$ cat src/rtl/uart_tx_ctrl_pkg.sv
// Shared definitions for the UART transmitter: FSM encoding and frame geometry.
package uart_tx_ctrl_pkg;

  typedef enum logic [2:0] {
    IDLE   = 3'd0,
    START  = 3'd1,
    DATA   = 3'd2,
    PARITY = 3'd3,
    STOP   = 3'd4
  } state_t;

  localparam int OVERSAMPLE = 16;
  localparam int DATA_BITS  = 8;

endpackage

$ cat src/rtl/uart_tx_ctrl_baud_tick_gen.sv
// Oversample tick generator: one-clk tick every TICK_DIV cycles, restartable via clear.
module baud_tick_gen #(
  parameter int TICK_DIV = 651
) (
  input  logic clk,
  input  logic reset,
  input  logic clear,
  output logic tick
);

  localparam int CW = (TICK_DIV > 2) ? $clog2(TICK_DIV) : 1;

  logic [CW-1:0] cnt;

  assign tick = (cnt == CW'(TICK_DIV - 1));

  always_ff @(posedge clk) begin
    if (reset || clear || tick) cnt <= '0;
    else                        cnt <= cnt + CW'(1);
  end

endmodule

$ cat src/rtl/uart_tx_ctrl.sv
// UART transmitter: 8N1 frames LSB first, started by a one-clk strobe.
// Define UART_TX_PARITY_EN to insert an even-parity bit after the data bits.
module uart_tx_ctrl
  import uart_tx_ctrl_pkg::*;
#(
  parameter int CLK_FREQ = 100_000_000,
  parameter int BAUD     = 9600,
  parameter int TICK_DIV = CLK_FREQ / (BAUD * 16)
) (
  input  logic       clk,
  input  logic       reset,
  input  logic       start,
  input  logic [7:0] tx_data,
  output logic       tx,
  output logic       busy,
  output logic       done
);

  state_t     state, state_nx;
  logic [7:0] shift, shift_nx;
  logic [3:0] os_cnt;
  logic [2:0] bit_idx;
  logic       tick, accept, bit_end;
  logic       tx_nx, busy_nx, done_nx;

  assign accept  = (state == IDLE) && start;
  assign bit_end = tick && (os_cnt == 4'(OVERSAMPLE - 1));

  // Clearing on accept aligns the first start-bit tick to the accept edge.
  baud_tick_gen #(.TICK_DIV(TICK_DIV)) u_tick (
    .clk   (clk),
    .reset (reset),
    .clear (accept),
    .tick  (tick)
  );

`ifdef UART_TX_PARITY_EN
  logic parity;

  always_ff @(posedge clk) begin
    if (reset)       parity <= 1'b0;
    else if (accept) parity <= ^tx_data;
  end
`endif

  always_ff @(posedge clk) begin
    if (reset) state <= IDLE;
    else       state <= state_nx;
  end

  always_comb begin
    state_nx = state;
    shift_nx = shift;
    done_nx  = 1'b0;
    case (state)
      IDLE: begin
        if (start) begin
          state_nx = START;
          shift_nx = tx_data;
        end
      end
      START: if (bit_end) state_nx = DATA;
      DATA: begin
        if (bit_end) begin
          shift_nx = shift >> 1;
          if (bit_idx == 3'(DATA_BITS - 1)) begin
`ifdef UART_TX_PARITY_EN
            state_nx = PARITY;
`else
            state_nx = STOP;
`endif
          end
        end
      end
`ifdef UART_TX_PARITY_EN
      PARITY: if (bit_end) state_nx = STOP;
`endif
      STOP: begin
        if (bit_end) begin
          state_nx = IDLE;
          done_nx  = 1'b1;
        end
      end
      default: state_nx = IDLE;
    endcase

    // Line level is decoded from the state being entered so tx is a plain register.
    busy_nx = (state_nx != IDLE);
    case (state_nx)
      START:   tx_nx = 1'b0;
      DATA:    tx_nx = shift_nx[0];
`ifdef UART_TX_PARITY_EN
      PARITY:  tx_nx = parity;
`endif
      default: tx_nx = 1'b1;
    endcase
  end

  always_ff @(posedge clk) begin
    if (reset) begin
      shift   <= '0;
      os_cnt  <= '0;
      bit_idx <= '0;
      tx      <= 1'b1;
      busy    <= 1'b0;
      done    <= 1'b0;
    end else begin
      shift <= shift_nx;
      tx    <= tx_nx;
      busy  <= busy_nx;
      done  <= done_nx;
      if (accept) begin
        os_cnt  <= '0;
        bit_idx <= '0;
      end else if ((state != IDLE) && tick) begin
        os_cnt <= os_cnt + 4'd1;
        if ((state == DATA) && bit_end) bit_idx <= bit_idx + 3'd1;
      end
    end
  end

endmodule

$ cat config.mk
export PLATFORM = sky130hd
export DESIGN_NAME = uart_tx_ctrl
export DESIGN_NICKNAME = d
export VERILOG_FILES = /design/src/rtl/uart_tx_ctrl_pkg.sv /design/src/rtl/uart_tx_ctrl_baud_tick_gen.sv /design/src/rtl/uart_tx_ctrl.sv
export SDC_FILE = /design/constraint.sdc
export NUM_CORES = 1
export LEC_CHECK = 0
export CAP_MARGIN = 0
export CORE_MARGIN = 10
export CORE_UTILIZATION = 34
export CTS_CLUSTER_SIZE = 40
export DETAILED_ROUTE_END_ITERATION = 16
export PLACE_DENSITY = 0.52
export SLEW_MARGIN = 20
export SYNTH_ARGS = -nofsm -noshare
export SYNTH_HDL_FRONTEND = slang
export SYNTH_SLANG_ARGS = --single-unit
export TNS_END_PERCENT = 30
$ cat constraint.sdc
create_clock -name clk -period 1.9 [get_ports clk]
set_input_delay 0.57 -clock clk [delete_from_list [all_inputs] [get_ports clk]]
set_output_delay 0.57 -clock clk [all_outputs]
set_load 0.02 [all_outputs]
==> out/qor.csv, run 1 <==
metric,value,unit
status,"complete, no violations",
first-pass GRT wire length,5440,um
Startpoint Class,flip-flop,
"Slew Viols, Final",0,
total power,1.32,mW
GRT Total Usage,0.0893,
Max Clock Freq,0.529,GHz
grt met3 use,0.0290,
register bit count reported by yosys,31,
Initial Util,0.350,
Fill cells,396,
total die area,0.00708,mm^2
initial antenna violation count,0,
CP max FO,9,
drt drc,0,
cell area after synthesis,0.00140,mm^2
via count,1221,
Port Buffers,13,
Routed Antenna Nets,0,
row count,23,
"Avg Cell Area, Syn",8.92,um^2
vias in the first global route,1194,
drt initial violations,100,
Mapped Nets,173,
layout cells sized above 1,0.200,
Final nets,206,
routed vias/inst,5.09,
wire per inst,12.5,um
Peak VDD IR,0.372,mV
Post-DP HPWL,2200,um
Sequential Area,622,um^2
Worst-Skew Late Latency,0.27,ns
htree depth,2,
worst-margin pin slew,0.368,ns
DIE WIDTH,84.2,um
RSZ-0062 raised after global routing,true,
worst endpoint required time,2.05,ns
Final Setup Violations,0,
Clock Skews,0.00876,ns
warnings from Yosys,0,
Clock Path Buffers,2,
Slew headroom,0.753,
TritonCTS Sinks,31,
GR Util met2,0.131,
final-report hold violation count,0,
Final min period,1.89,ns
PD cells,709,mW/mm^2
Core Box Area,0.00400,mm^2
WP data arrival,2.05,ns
setup TNS,0,ns
largest net degree at the start of global routing,16,
grt met1 use,0.115,
TritonRoute pass-1 iters,4,
area taken by multi-input logic gates,788,um^2
Clock transition at path regs,0.07,ns
n_diodes,0,
gpl congestion,0.789,
period utilisation layout,0.996,
CP Class,reg2reg,
Hold Crit Class,reg2reg,
register area share after synthesis,0.443,
IO Count,14,
P_leak,0.695,nW
gr ovfl total,0,
die span in y,84.2,um
Yosys cell types,32,
max-cap violations,0,
Post-Syn Instances,157,
Detailed Route WL,3000,um
Root Driver,clkbuf_8,
"Area growth, synth to finish",32.8,%
TritonCTS clock tree,yes,
CTS Buf Count,5,
gr busiest metal,met2,
CP endpoint kind,flip-flop,
## state kept, by name (all words and copies together), names as in the netlist
register and flops:
bit_idx 3, os_cnt 4, busy 1, state 3, done 1, u_tick.cnt 10
tx 1, shift 8
## placed cells by master (no fill, tap or decap), types with 2 or more instances in the layout
cell type and instances:
inv_1 2, a21oi_1 9, o21ai_0 3, nand2b_1 3, a22oi_1 5, nand4b_1 3
or3_4 3, xnor2_1 6, ha_1 5, nand2_1 12, xor2_1 5, and4_1 2
clkdlybuf4s50_1 13, nor2_1 22, nor3_1 4, and2_1 2, buf_6 5, dfxtp_1 30
nand3_1 12, clkbuf_8 6, buf_4 14, a31oi_1 2, and3_1 4, a21oi_2 2
## Yosys cell counts
library cell | count | area [um^2]
a211oi_1 | 1 | 7.51
a21boi_0 | 1 | 7.51
a21oi_1 | 11 | 55.1
a22oi_1 | 6 | 45.0
a311oi_1 | 1 | 8.76
a31oi_1 | 2 | 12.5
and2_1 | 2 | 12.5
and3_1 | 4 | 25.0
and4_1 | 2 | 17.5
buf_6 | 1 | 11.3
clkbuf_1 | 5 | 18.8
dfxtp_1 | 31 | 621
ha_1 | 5 | 62.6
inv_1 | 2 | 7.51
mux2i_1 | 1 | 10.0
nand2_1 | 12 | 45.0
nand2b_1 | 3 | 18.8
nand3_1 | 12 | 60.1
nand4_1 | 1 | 6.26
nand4b_1 | 3 | 26.3
nor2_1 | 23 | 86.3
nor3_1 | 4 | 20.0
nor3_2 | 1 | 10.0
nor4_1 | 1 | 6.26
nor4b_1 | 1 | 8.76
o21ai_0 | 3 | 15.0
o221ai_4 | 1 | 26.3
o32ai_1 | 1 | 8.76
or3_1 | 2 | 12.5
or3_4 | 2 | 22.5
xnor2_1 | 7 | 61.3
xor2_1 | 5 | 43.8
## power breakdown
part           internal, mW  leakage, nW  switching [mW]  total [mW]
sequential            0.671        0.253          0.0152       0.686
clock                 0.283       0.0470           0.219       0.502
combinational        0.0675        0.395          0.0620       0.129
## cells by family after synthesis
| kind of cell | after synthesis | synth area share |
|---|---|---|
| buf+inv | 8 | 0.0268 |
| simple gates | 73 | 0.270 |
| mux | 1 | 0.00715 |
| compound gates | 27 | 0.133 |
| fa+ha+maj | 5 | 0.0447 |
| xor+xnor | 12 | 0.0751 |
| flops | 31 | 0.443 |
## path summary, 6_finish.rpt
check	startpoint	end	slack (ns)	cells past startpoint
hold / removal	shift[4]	shift[4]	0.47	2
hold reg to reg	shift[4]	shift[4]	0.47	2
setup reg to reg	u_tick.cnt[4]	shift[6]	0.009	6
setup / recovery	u_tick.cnt[4]	shift[6]	0.009	6
## routing by layer
metal / wire [um] / vias up
li1: - / 617
met2: 1400 / 14
met3: 116 / 2
met5: 0 / -
met4: 27 / 0
met1: 1460 / 588
## final cells by class
cell class	instances	share of cell area
Clock inverter	1	0.00269
Clock buffer	6	0.0444
Timing Repair Buffer	32	0.157
Multi-Input combinational cell	118	0.424
Inverter	2	0.00404
Sequential cell	31	0.334
Tap cell	50	0.0336
## worst max-delay path: stages, from the launching register on
cell     delay, ns
dfxtp_2       0.34
or3_4         0.40
or3_4         0.39
or3_4         0.36
buf_6         0.15
nand3_1       0.07
a21oi_1       0.07
## timing repair
action / in CTS / in global routing
gates resized for setup: 1 / 15
endpoints found under the setup margin: 4 / 12
hold buffers: 0 / 0
buffers inserted: 0 / 3
pin swaps: 0 / 7
## through the flow
stage,hold WS [ns],utilization,instances,instance area (um^2),worst slack (ns)
after global placement,0.449,0.421,230,1680,-0.126
after CTS,0.472,0.444,237,1780,0.0195
after global routing,0.490,0.465,240,1860,-0.0718
after floorplan,0.437,-,157,1400,0.0142
final,0.470,0.465,240,1860,0.00852
after detailed placement,0.462,0.421,230,1680,-0.213
(Power assumes the default switching activity.)
==> run 2, diff against run 1 <==
--- a/config.mk
+++ b/config.mk
@@ -6,5 +6,5 @@
 export NUM_CORES = 1
 export LEC_CHECK = 0
-export CAP_MARGIN = 0
+export CAP_MARGIN = 20
 export CORE_MARGIN = 10
 export CORE_UTILIZATION = 34
@@ -12,5 +12,5 @@
 export DETAILED_ROUTE_END_ITERATION = 16
 export PLACE_DENSITY = 0.52
-export SLEW_MARGIN = 20
+export SLEW_MARGIN = 10
 export SYNTH_ARGS = -nofsm -noshare
 export SYNTH_HDL_FRONTEND = slang
==> constraint.sdc (replaced) <==
create_clock -name clk -period 1.9 [get_ports clk]
set_input_delay 0.38 -clock clk [delete_from_list [all_inputs] [get_ports clk]]
set_output_delay 0.38 -clock clk [all_outputs]
set_load 0.02 [all_outputs]
==> run 2 against run 1 <==
Against the previous run:
- cell count fell by 1.7%
- utilization is 1.3 points lower
- sequential share of layout area is 0.97 points higher
- critical path depth is 1 lower
- flip-flop and latch count stayed put
- design area decreased by 2.8%
- combinational power is essentially flat
- count of clock-buffer cells in the layout unchanged
- non-clock buffer count shrank 5
- largest power group unchanged
- highest routed layer unchanged
==> out/qor.csv, run 2 (synthesis results as in run 1) <==
metric,value,unit,change
Routed Antenna Nets,0,,unchanged
Peak VDD IR,0.331,mV,was 0.372 mV
setup TNS,0,ns,unchanged
largest registers,"u_tick.cnt (10), shift (8), os_cnt (4)",,unchanged
CTS hold repair buffers,0,,unchanged
"commonest non-fill, non-tap cell in the layout",dfxtp_1,,unchanged
wire per inst,12.9,um,was 12.5 um
Startpoint Class,flip-flop,,unchanged
r2r worst-path depth,5,,was 6
vias in the first global route,1142,,was 1194
PD cells,818,mW/mm^2,was 709 mW/mm^2
TritonRoute pass-1 iters,4,,unchanged
reg2reg start,u_tick.cnt[5],,was u_tick.cnt[4]
GRT Total Usage,0.0910,,was 0.0893
status,"complete, no violations",,unchanged
IO Count,14,,unchanged
Clock Skews,0.00824,ns,was 0.00876 ns
Critical path origin,u_tick.cnt[5],,was u_tick.cnt[4]
most frequent cells in the layout,"dfxtp_1, nor2_1, clkdlybuf4s50_1, buf_4",,"was dfxtp_1, nor2_1, buf_4"
final-report hold violation count,0,,unchanged
WHS,0.465,ns,was 0.470 ns
Biggest register,u_tick.cnt,,unchanged
layout cells sized above 1,0.161,,was 0.200
TritonCTS Sinks,31,,unchanged
worst endpoint required time,2.05,ns,about the same
CP Class,reg2reg,,unchanged
die span in y,84.2,um,unchanged
switching fraction of total power,0.216,,was 0.225
n_diodes,0,,unchanged
Worst-Skew Late Latency,0.28,ns,was 0.27 ns
period utilisation layout,0.976,,was 0.996
Critical Path Sink,tx,,was shift[6]
htree depth,2,,unchanged
Core Box Area,0.00400,mm^2,unchanged
total die area,0.00708,mm^2,unchanged
Detailed Route WL,3050,um,was 3000 um
"Area growth, synth to finish",29.0,%,was 32.8%
P_int,1.16,mW,was 1.02 mW
largest net degree at the start of global routing,16,,unchanged
Port Buffers,13,,unchanged
CTS Buf Count,5,,unchanged
TritonCTS clock tree,yes,,unchanged
Seq pwr share,0.465,,was 0.521
Clock transition at path regs,0.07,ns,about the same
Clk pwr share,0.450,,was 0.381
Final nets,201,,was 206
Hold Crit Class,reg2reg,,unchanged
Initial Util,0.350,,unchanged
Final min period,1.85,ns,was 1.89 ns
Worst R2R End,tx,,was shift[6]
RSZ-0062 raised after global routing,true,,unchanged
dpl ws,-0.0133,ns,was -0.213 ns
Post-DP HPWL,2280,um,was 2200 um
total power,1.48,mW,was 1.32 mW
gpl congestion,0.798,,was 0.789
drt initial violations,40,,was 100
max-cap violations,0,,unchanged
"Slew Viols, Final",0,,unchanged
Root Driver,clkbuf_8,,unchanged
Largest register FFs,10,,unchanged
P_leak,0.661,nW,was 0.695 nW
CP endpoint kind,flip-flop,,unchanged
worst-margin pin slew,0.357,ns,was 0.368 ns
r2r setup slk,0.05,ns,was 0.009 ns
WP data arrival,2.00,ns,was 2.05 ns
gr ovfl total,0,,unchanged
Comb power frac,0.085,,was 0.098
Max Clock Freq,0.539,GHz,was 0.529 GHz
via count,1185,,was 1221
row count,23,,unchanged
Post-CTS Setup Bufs,0,,unchanged
Slew headroom,0.762,,was 0.753
Final Setup Violations,0,,unchanged
Sw Pwr,319,uW,was 296 uW
drt drc,0,,unchanged
routed vias/inst,5.02,,was 5.09
CP max FO,3,,was 9
Setup WS post-layout,0.0452,ns,was 0.00852 ns
DIE WIDTH,84.2,um,unchanged
initial antenna violation count,0,,unchanged
first-pass GRT wire length,5380,um,was 5440 um
Clock Path Buffers,2,,unchanged
-- run 2: cell count changes in the layout (fill, tap and decap cells not counted), sizes merged --
cell,delta
buf,-5
bufinv,+1
-- run 2: area by class of cell --
class                      instances  area, um^2
sequential                        31         622
clock inverter                     2        35.0
inverter                           2        7.51
fill                             396        2190
multi-input combinational        118         758
clock buffer                       6        82.6
tap                               50        62.6
timing repair buffer              27         239
-- run 2: worst max-delay path: stages, from the launching register on --
cell and delay [ns]:
dfxtp_2 0.32, or3_4 0.38, or3_4 0.37, or3_4 0.36, o221ai_4 0.17, o32ai_2 0.12
-- run 2: timing repair --
item | in CTS | in global routing
endpoints found under the hold margin | 0 | 0
setup endpoints to repair | 2 | 11
resized for setup | 1 | 5
pin swaps | 0 | 2
-- run 2: through the flow --
step / area [um^2] / util / std cells
floorplan: 1400 / - / 157
global placement: 1670 / 0.417 / 228
detailed placement: 1670 / 0.417 / 228
CTS: 1790 / 0.448 / 236
global route: 1810 / 0.452 / 236
finish: 1810 / 0.452 / 236
-- run 2: how the worst min path moves through the flow --
stage / slack, ns / from / cells after the start / end
2_1_floorplan: 0.44 / u_tick.cnt[0] / 1 / u_tick.cnt[0]
4_1_cts: 0.46 / bit_idx[2] / 2 / bit_idx[2]
6_report: 0.47 / bit_idx[2] / 2 / bit_idx[2]
3_3_place_gp: 0.45 / bit_idx[2] / 2 / bit_idx[2]
5_1_grt: 0.50 / bit_idx[1] / 2 / bit_idx[1]
3_5_place_dp: 0.45 / bit_idx[2] / 2 / bit_idx[2]
-- run 2: metal layers --
metal  up-vias  track usage  routed length (um)
met1       557        0.111                1480
li1        611            -                   -
met5         -            0                   0
met2        11        0.137                1390
met3         6       0.0357                 120
met4         0       0.0411                  58
-- run 2: power by group through the flow --
stage	logic [mW]	registers [mW]	clock network, mW
2_1_floorplan	0.0639	0.701	0
3_3_place_gp	0.121	0.700	0
3_5_place_dp	0.123	0.701	0
4_1_cts	0.124	0.686	0.695
5_1_grt	0.140	0.689	0.729
6_report	0.126	0.687	0.665
==> run 3, diff against run 2 <==
==> constraint.sdc (replaced) <==
create_clock -name clk -period 1.9 [get_ports clk]
set_input_delay 0.38 -clock clk [delete_from_list [all_inputs] [get_ports clk]]
set_output_delay 0.38 -clock clk [all_outputs]
set_load 0.1 [all_outputs]
==> run 3 against run 2 <==
Against the previous run:
- non-clock buffer count stayed put
- die area stayed put
- sequential share of layout area is 0.93 points higher
- clock power is 27% lower
- setup slack better by 0.028 ns
- wire length is 0.69% higher
- global-route usage is 0.16 points lower
- flip-flop and latch count stayed put
==> out/qor.csv, run 3 (synthesis results as in run 1) <==
metric,value,unit,change
fin area,0.00176,mm^2,was 0.00181 mm^2
CP endpoint kind,flip-flop,,unchanged
"Area growth, synth to finish",25.4,%,was 29.0%
most frequent cells in the layout,"dfxtp_1, nor2_1, buf_4",,"was dfxtp_1, nor2_1, clkdlybuf4s50_1, buf_4"
Clock Path Buffers,2,,unchanged
Core Box Area,0.00400,mm^2,unchanged
critical-path cell list,or3_4 > or3_4 > or3_4 > buf_6 > nand3_1 > a21oi_1,,was or3_4 > or3_4 > or3_4 > o221ai_4 > o32ai_2
via count,1209,,was 1185
Post-DP HPWL,2330,um,was 2280 um
Post-CTS Setup Bufs,0,,unchanged
hold path cells,2,,unchanged
hold path start,shift[4],,was bit_idx[2]
dpl ws,-0.0368,ns,was -0.0133 ns
Initial Util,0.350,,unchanged
row count,23,,unchanged
Biggest register,u_tick.cnt,,unchanged
Setup WS post-layout,0.0733,ns,was 0.0452 ns
CTS hold repair buffers,0,,unchanged
vias in the first global route,1177,,was 1142
Final nets,201,,unchanged
Hold Crit Class,reg2reg,,unchanged
Peak VDD IR,0.561,mV,was 0.331 mV
placed cell areas,0.00166,mm^2,was 0.00167 mm^2
gr ovfl total,0,,unchanged
wire per inst,13.0,um,was 12.9 um
Largest register FFs,10,,unchanged
Startpoint Class,flip-flop,,unchanged
TritonCTS Sinks,31,,unchanged
initial antenna violation count,0,,unchanged
DIE WIDTH,84.2,um,unchanged
largest registers,"u_tick.cnt (10), shift (8), os_cnt (4)",,unchanged
routed vias/inst,5.12,,was 5.02
drt initial violations,42,,was 40
Hold Path End,shift[4],,was bit_idx[2]
htree depth,2,,unchanged
CTS Buf Count,5,,unchanged
worst endpoint required time,2.06,ns,was 2.05 ns
Root Driver,clkbuf_8,,unchanged
r2r worst-path depth,6,,was 5
"Slew Viols, Final",0,,unchanged
Clock transition at path regs,0.06,ns,was 0.07 ns
Worst-Skew Late Latency,0.27,ns,was 0.28 ns
drt drc,0,,unchanged
WP data arrival,1.99,ns,was 2.00 ns
Routed Antenna Nets,0,,unchanged
total power,1.32,mW,was 1.48 mW
layout cells sized above 1,0.156,,was 0.161
IO Count,14,,unchanged
Max stage delay on crit path,0.39,ns,was 0.38 ns
TritonCTS clock tree,yes,,unchanged
Port Buffers,13,,unchanged
die span in y,84.2,um,unchanged
WHS,0.469,ns,was 0.465 ns
Clock Skews,0.00387,ns,was 0.00824 ns
CP Class,reg2reg,,unchanged
post-layout util,0.439,,was 0.452
Final Setup Violations,0,,unchanged
reg2reg start,u_tick.cnt[5],,unchanged
max-cap violations,0,,unchanged
total die area,0.00708,mm^2,unchanged
period utilisation layout,0.961,,was 0.976
Final min period,1.83,ns,was 1.85 ns
Max Clock Freq,0.547,GHz,was 0.539 GHz
"commonest non-fill, non-tap cell in the layout",dfxtp_1,,unchanged
r2r setup slk,0.07,ns,was 0.05 ns
GRT Total Usage,0.0894,,was 0.0910
TritonRoute pass-1 iters,4,,unchanged
"Top cell by count, worst path",or3_4,,unchanged
PD cells,749,mW/mm^2,was 818 mW/mm^2
CP max FO,9,,was 3
Worst R2R End,shift[3],,was tx
largest net degree at the start of global routing,16,,unchanged
Fill cells,381,,was 396
final-report hold violation count,0,,unchanged
status,"complete, no violations",,unchanged
first-pass GRT wire length,5360,um,was 5380 um
n_diodes,0,,unchanged
"Gates resized, CTS repair",0,,was 1
Detailed Route WL,3080,um,was 3050 um
worst-margin pin slew,0.370,ns,was 0.357 ns
Slew headroom,0.751,,was 0.762
Slowest cell on crit path,or3_4,,unchanged
P_leak,0.644,nW,was 0.661 nW
gpl congestion,0.795,,was 0.798
==> run 3: cell type report <==
| type | count | area, um^2 | share of cell area |
|---|---|---|---|
| inverters | 2 | 7.51 | 0.00428 |
| flip-flops and latches | 31 | 621 | 0.354 |
| multi-input cells | 118 | 752 | 0.428 |
| well taps | 50 | 62.6 | 0.0356 |
| clock inverters | 1 | 5.00 | 0.00285 |
| repair buffers | 27 | 231 | 0.132 |
| clock buffers | 7 | 76.3 | 0.0435 |
==> run 3: worst max path at each step <==
stage | to | slack (ns) | startpoint
after CTS | shift[2] | 0.007 | u_tick.cnt[5]
after global placement | tx | -0.03 | start
final | shift[3] | 0.07 | u_tick.cnt[5]
after global routing | tx | -0.002 | u_tick.cnt[5]
after floorplan | tx | 0.01 | u_tick.cnt[5]
after detailed placement | tx | -0.04 | start
==> run 3: metrics by stage <==
stage,setup TNS (ns),std cells
4_1_cts,0,236
5_1_grt,-0.00238,236
3_3_place_gp,-0.0315,228
3_5_place_dp,-0.0368,228
6_report,0,236
2_1_floorplan,0,157
==> run 3: power by group <==
group / switching [mW] / internal, mW / total (mW)
Clock: 0.228 / 0.256 / 0.484
Combinational: 0.0828 / 0.0617 / 0.145
Sequential: 0.0156 / 0.671 / 0.687
Total: 0.326 / 0.989 / 1.32
==> run 3: routing by layer <==
metal,GRT usage,share of wire,vias to the layer above
li1,-,-,611
met1,0.106,0.47,571
met2,0.145,0.48,21
met3,0.0300,0.044,6
met4,0.0365,0.011,0
met5,0,0,-
==> run 3: critical path: cells and delay by family (launching register included) <==
kind / cells / cell delay [ns]
simple gates: 4 / 1.17
flops: 1 / 0.31
buf+inv: 1 / 0.15
compound gates: 1 / 0.08
==> RTL change 1 (flow settings as in run 2) <==
Change the parameter `BAUD` from 9600 to 19200.
--- a/src/rtl/uart_tx_ctrl.sv
+++ b/src/rtl/uart_tx_ctrl.sv
@@ -6,3 +6,3 @@
   parameter int CLK_FREQ = 100_000_000,
-  parameter int BAUD     = 9600,
+  parameter int BAUD     = 19200,
   parameter int TICK_DIV = CLK_FREQ / (BAUD * 16)
Check against the original RTL: same outputs for any inputs over 10 cycles, from zero or initial values and one cycle with reset high; that may be too few to reach the edited logic, so the function may still have changed.
==> RTL change 1 against run 2 <==
  * Critical path depth did not move
  * First-iteration DRC count rose by 55%
  * Total power fell by 4.3%
  * Synthesized area rose by 0.45%
  * Worst setup slack improved by 32 ps
  * Sequential power fell by 3.8%
  * Final area rose by 1.8%
  * Wire length rose by 8.8%
  * Die area rose by 0.34%
  * Synthesized cell count rose by 0.64%
  * Sequential share of layout area fell by 1.8 points
  * Clock skew fell by 3.0 ps
  * Sequential cell count fell by 1
  * Critical endpoint is now shift[2]
  * Largest cell class unchanged
  * Highest routed layer unchanged
==> RTL change 1: results (changes against run 2) <==
stage,metric,value,unit,change
routing,vias per std cell,5.11,,+1.7%
placement,post-DP HPWL,2.44,mm,+6.8%
grt,largest net degree at the start of global routing,15,,-1
yosys,syn nets,174,,+0.58%
routing,Starting DRT DRC Count,62,,+55%
pwr,Logic pwr share,0.098,,+0.013
yosys,Synth warnings,0,,unchanged
clocking,Post-CTS Resized,0,,-1
yosys,Area contributors post-synth,"dfxtp_1, nor2_1, xnor2_1, nand3_1, ha_1",,
worst_setup_path,Reg2Reg Setup Slack,80,ps,+30 ps
yosys,register area share after synthesis,0.427,,-0.0162
worst_setup_path,Critical R2R Capture,shift[2],,
pwr,switching power as a share of total power,0.231,,+0.0156
sta,final hold slack,462,ps,-3.63 ps
cells_and_area,share of layout cells above drive strength 1,0.193,,+0.0314
worst_setup_path,FF-to-FF Start,u_tick.cnt[5],,
worst_setup_path,crit path max fanout,9,,+6
yosys,Netlist cell types,42,,+31%
min_path,hold path startpoint,bit_idx[1],,
sta,clk_skew,5.27,ps,-2.97 ps
cells_and_area,Regs by FF count,"u_tick.cnt x9, shift x8, os_cnt x4",,
run_status,status,"finished, final reports clean",,
placement,Routability Congestion,0.751,,-5.9%
cells_and_area,fill count,390,,-1.5%
cells_and_area,Nets,207,,+3.0%
pwr,Leakage,0.708,nW,+7.2%
pwr,Power Dens Cells,769,nW/um2,-6.0%
pwr,Peak VDD IR,477,uV,+44%
pwr,P_seq,661,uW,-3.8%
min_path,Hold Path End,bit_idx[1],,
routing,Wirelength per Cell,13.7,um,+6.1%
clocking,cts bufs inserted,5,,unchanged
grt,GR Util All Layers,0.0950,,+0.00402
grt,first-pass GRT wire length,5.58,mm,+3.7%
sta,Relative slew margins,0.596,,-0.167
grt,number of global-route vias before repair,1220,,+6.8%
[RTL change 1: critical path: stages, from the launching register on]
cell and delay [ps]:
dfxtp_1 320, or4b_4 560, or4_1 480, buf_4 180, nand3_1 90, a21oi_1 70
[RTL change 1: kinds of logic after synthesis]
logic type / count (synthesis) / synth area share
simple gates: 67 / 0.268
mux: 2 / 0.0142
xor+xnor: 11 / 0.0685
flops: 30 / 0.427
buf+inv: 15 / 0.0480
fa+ha+maj: 5 / 0.0445
compound gates: 28 / 0.130
[RTL change 1: how the worst max path moves through the flow]
stage	start	end	slack, ps
3_3_place_gp	start	u_tick.cnt[6]	-110
3_5_place_dp	start	u_tick.cnt[3]	-140
4_1_cts	u_tick.cnt[5]	busy	40
2_1_floorplan	u_tick.cnt[5]	tx	60
6_report	u_tick.cnt[5]	shift[2]	80
5_1_grt	u_tick.cnt[5]	shift[2]	10
[RTL change 1: layer usage]
layer,GRT usage,up-vias,share of wire
li1,-,627,-
met3,0.0415,5,0.051
met1,0.104,578,0.47
met2,0.156,26,0.47
met4,0.0411,0,0.016
met5,0,-,0
[RTL change 1: area by class of cell]
cell class              instances  area [um2]  area share
well taps                      50        62.6      0.0340
inverters                       5        18.8      0.0102
flip-flops and latches         30         601       0.327
repair buffers                 36         303       0.165
clock buffers                   8         110      0.0599
multi-input cells             113         744       0.405
[RTL change 1: through the flow]
stage | setup slack (ps) | instances | util | instance area (um2) | TNS (ps)
2_1_floorplan | 59.8 | 158 | - | 1410 | 0
3_3_place_gp | -111 | 232 | 0.427 | 1710 | -851
3_5_place_dp | -144 | 232 | 0.427 | 1710 | -1130
4_1_cts | 36.4 | 240 | 0.454 | 1820 | 0
5_1_grt | 13.4 | 242 | 0.460 | 1840 | 0
6_report | 77.5 | 242 | 0.460 | 1840 | 0
==> RTL change 2 (config.mk and constraints of run 2) <==
Without the edit above. The output `done` loses its register stage (`done` becomes a continuous assignment).
--- a/src/rtl/uart_tx_ctrl.sv
+++ b/src/rtl/uart_tx_ctrl.sv
@@ -105,3 +105,2 @@
       busy    <= 1'b0;
-      done    <= 1'b0;
     end else begin
@@ -110,3 +109,2 @@
       busy  <= busy_nx;
-      done  <= done_nx;
       if (accept) begin
@@ -121,2 +119,4 @@
 
+  assign done = done_nx;
+
 endmodule
Function: same outputs for any inputs over 10 cycles, from zero or initial values and one cycle with reset high; that may be too few to reach the edited logic, so the function may still have changed.
==> RTL change 2 against run 2 <==
  * The flow now finishes with violations (negative setup slack)
  * Worst hold slack worse by 9.6 ps
  * Sequential share of layout area is 1.4 points lower
  * Die area is 1.6% lower
  * Wire length is 6.3% lower
  * Final area is 0.97% higher
  * Total power is 12% lower
  * Worst setup slack worse by 95 ps
  * Synthesized area is 2.1% lower
  * Sequential cell count is 1 lower
  * Final cell count is 0.42% higher
  * Largest cell class unchanged
  * Largest power group unchanged
==> RTL change 2: results (changes against run 2) <==
stage,metric,value,unit,change
run_status,status,finished with violations,,
run_status,failing checks,negative setup slack,,
cells_and_area,Regs by FF count,"u_tick.cnt x10, shift x8, os_cnt x4",,
cells_and_area,Nets,202,,+0.50%
yosys,Netlist cell types,41,,+28%
yosys,"flops & latches, synth",30,,-3.2%
placement,Cells after DPL,229,,+0.44%
cells_and_area,Syn-to-layout area delta,33.0,%,
worst_setup_path,Reg2Reg Depth,8,,+3
placement,Routability Congestion,0.735,,-7.8%
routing,via count,1152,,-2.8%
cells_and_area,inverter count,3,,+1
sta,total negative slack,-49.4,ps,-49.4 ps
worst_setup_path,Critical R2R Capture,busy,,
worst_setup_path,Setup crit end,done,,
cells_and_area,multi-input logic area,742,um2,-2.1%
worst_setup_path,max incr delay on CP,310,ps,-70 ps
cells_and_area,"most common cell after layout, fill and taps aside",dfxtp_1,,
cells_and_area,share of layout cells above drive strength 1,0.251,,+0.0900
grt,largest net degree at the start of global routing,11,,-5
sta,PnR worst setup slack,-49.4,ps,-94.6 ps
yosys,Area contributors post-synth,"dfxtp_1, nor2_1, ha_1, xnor2_1, a21oi_1",,
cells_and_area,clk tree area frac,0.0501,,-0.0150
sta,clk_skew,6.09,ps,-2.15 ps
yosys,post-synthesis area per instance,9.33,um2,+4.6%
worst_setup_path,Critical Path AT,1570,ps,-430 ps
cells_and_area,Plain + repair buffers,38,,+41%
cells_and_area,NonClk Buf Share,0.173,,+0.0406
yosys,register area share after synthesis,0.438,,-0.00530
cells_and_area,fraction of area in registers,0.330,,-0.0143
worst_setup_path,slowest CP cell,dfxtp_2,,
sta,# setup viols final,1,,+1
pwr,Leakage,0.721,nW,+9.1%
placement,post-DP HPWL,2.23,mm,-2.4%
die,width of the die,83.5,um,-0.78%
placement,Post-Place Setup Slack,-221,ps,-208 ps
placement,PortBufs,13,,unchanged
worst_setup_path,CP startpoint,u_tick.cnt[0],,
cells_and_area,fill count,365,,-7.8%
cells_and_area,Clock Buffer Count,7,,+1
routing,Wirelength per Cell,12.1,um,-6.7%
sta,Worst Tran Pin Value,277,ps,-80.0 ps
grt,GR Util All Layers,0.0841,,-0.00695
routing,Starting DRT DRC Count,29,,-28%
grt,number of global-route vias before repair,1110,,-2.8%
placement,placed inst area,1730,um2,+3.7%
cells_and_area,Multi-In Gates,108,,-8.5%
routing,routed wire length,2.86,mm,-6.3%
pwr,Peak VDD IR,489,uV,+47%
grt,first-pass GRT wire length,4.85,mm,-9.8%
worst_setup_path,FF-to-FF Start,u_tick.cnt[0],,
yosys,syn nets,163,,-5.8%
yosys,Synth top cells by count,"dfxtp_1, nor2_1, a21oi_1, nand2_1, xnor2_1",,
worst_setup_path,crit path max fanout,2,,-1
RTL change 2: changes by cell type after synthesis, sizes merged, moves of 3 or more:
cell    change
nand3       -7
buf         +4
or3         -3
clkbuf      -4
nand2b      -3
nor3        -4
RTL change 2: how the worst min path moves through the flow:
stage	start	end	slack, ps
after floorplan	shift[1]	shift[1]	430
after global placement	shift[5]	shift[5]	440
after detailed placement	shift[5]	shift[5]	450
after CTS	shift[5]	shift[5]	460
after global routing	shift[3]	shift[3]	470
final	shift[6]	shift[6]	460
RTL change 2: cells by family (layout without fill, tap and decap cells):
kind of cell / count (synthesis) / in the layout / share of synthesized area
compound gates: 29 / 29 / 0.144
xor+xnor: 11 / 11 / 0.0703
fa+ha+maj: 5 / 5 / 0.0456
buf+inv: 9 / 49 / 0.0292
flops: 30 / 30 / 0.438
mux: 3 / 3 / 0.0219
simple gates: 60 / 60 / 0.251
RTL change 2: worst reg2reg max path, stage by stage, from the launching register on:
cell and delay [ps]:
dfxtp_2 320, inv_1 40, ha_1 190, and3b_4 190
buf_4 130, and4_4 200, or4b_4 490, a21oi_4 130
o21bai_2 120
RTL change 2: what timing repair did:
item / CTS / global route
endpoints found under the hold margin: 0 / 0
resized for setup: 6 / 2
endpoints found under the setup margin: 1 / 2
buffers inserted: 0 / 0
pin swaps: 1 / 0
RTL change 2: report_power, final:
| group | switching [mW] | total [mW] | internal [mW] |
|---|---|---|---|
| sequential | 0.00961 | 0.659 | 0.650 |
| clock | 0.228 | 0.519 | 0.292 |
| combinational | 0.0585 | 0.123 | 0.0643 |
RTL change 2: metal layers:
layer  track usage  wire length, um
met3        0.0391              140
met5             0                0
met1        0.0903             1270
met2         0.136             1380
met4        0.0411               66
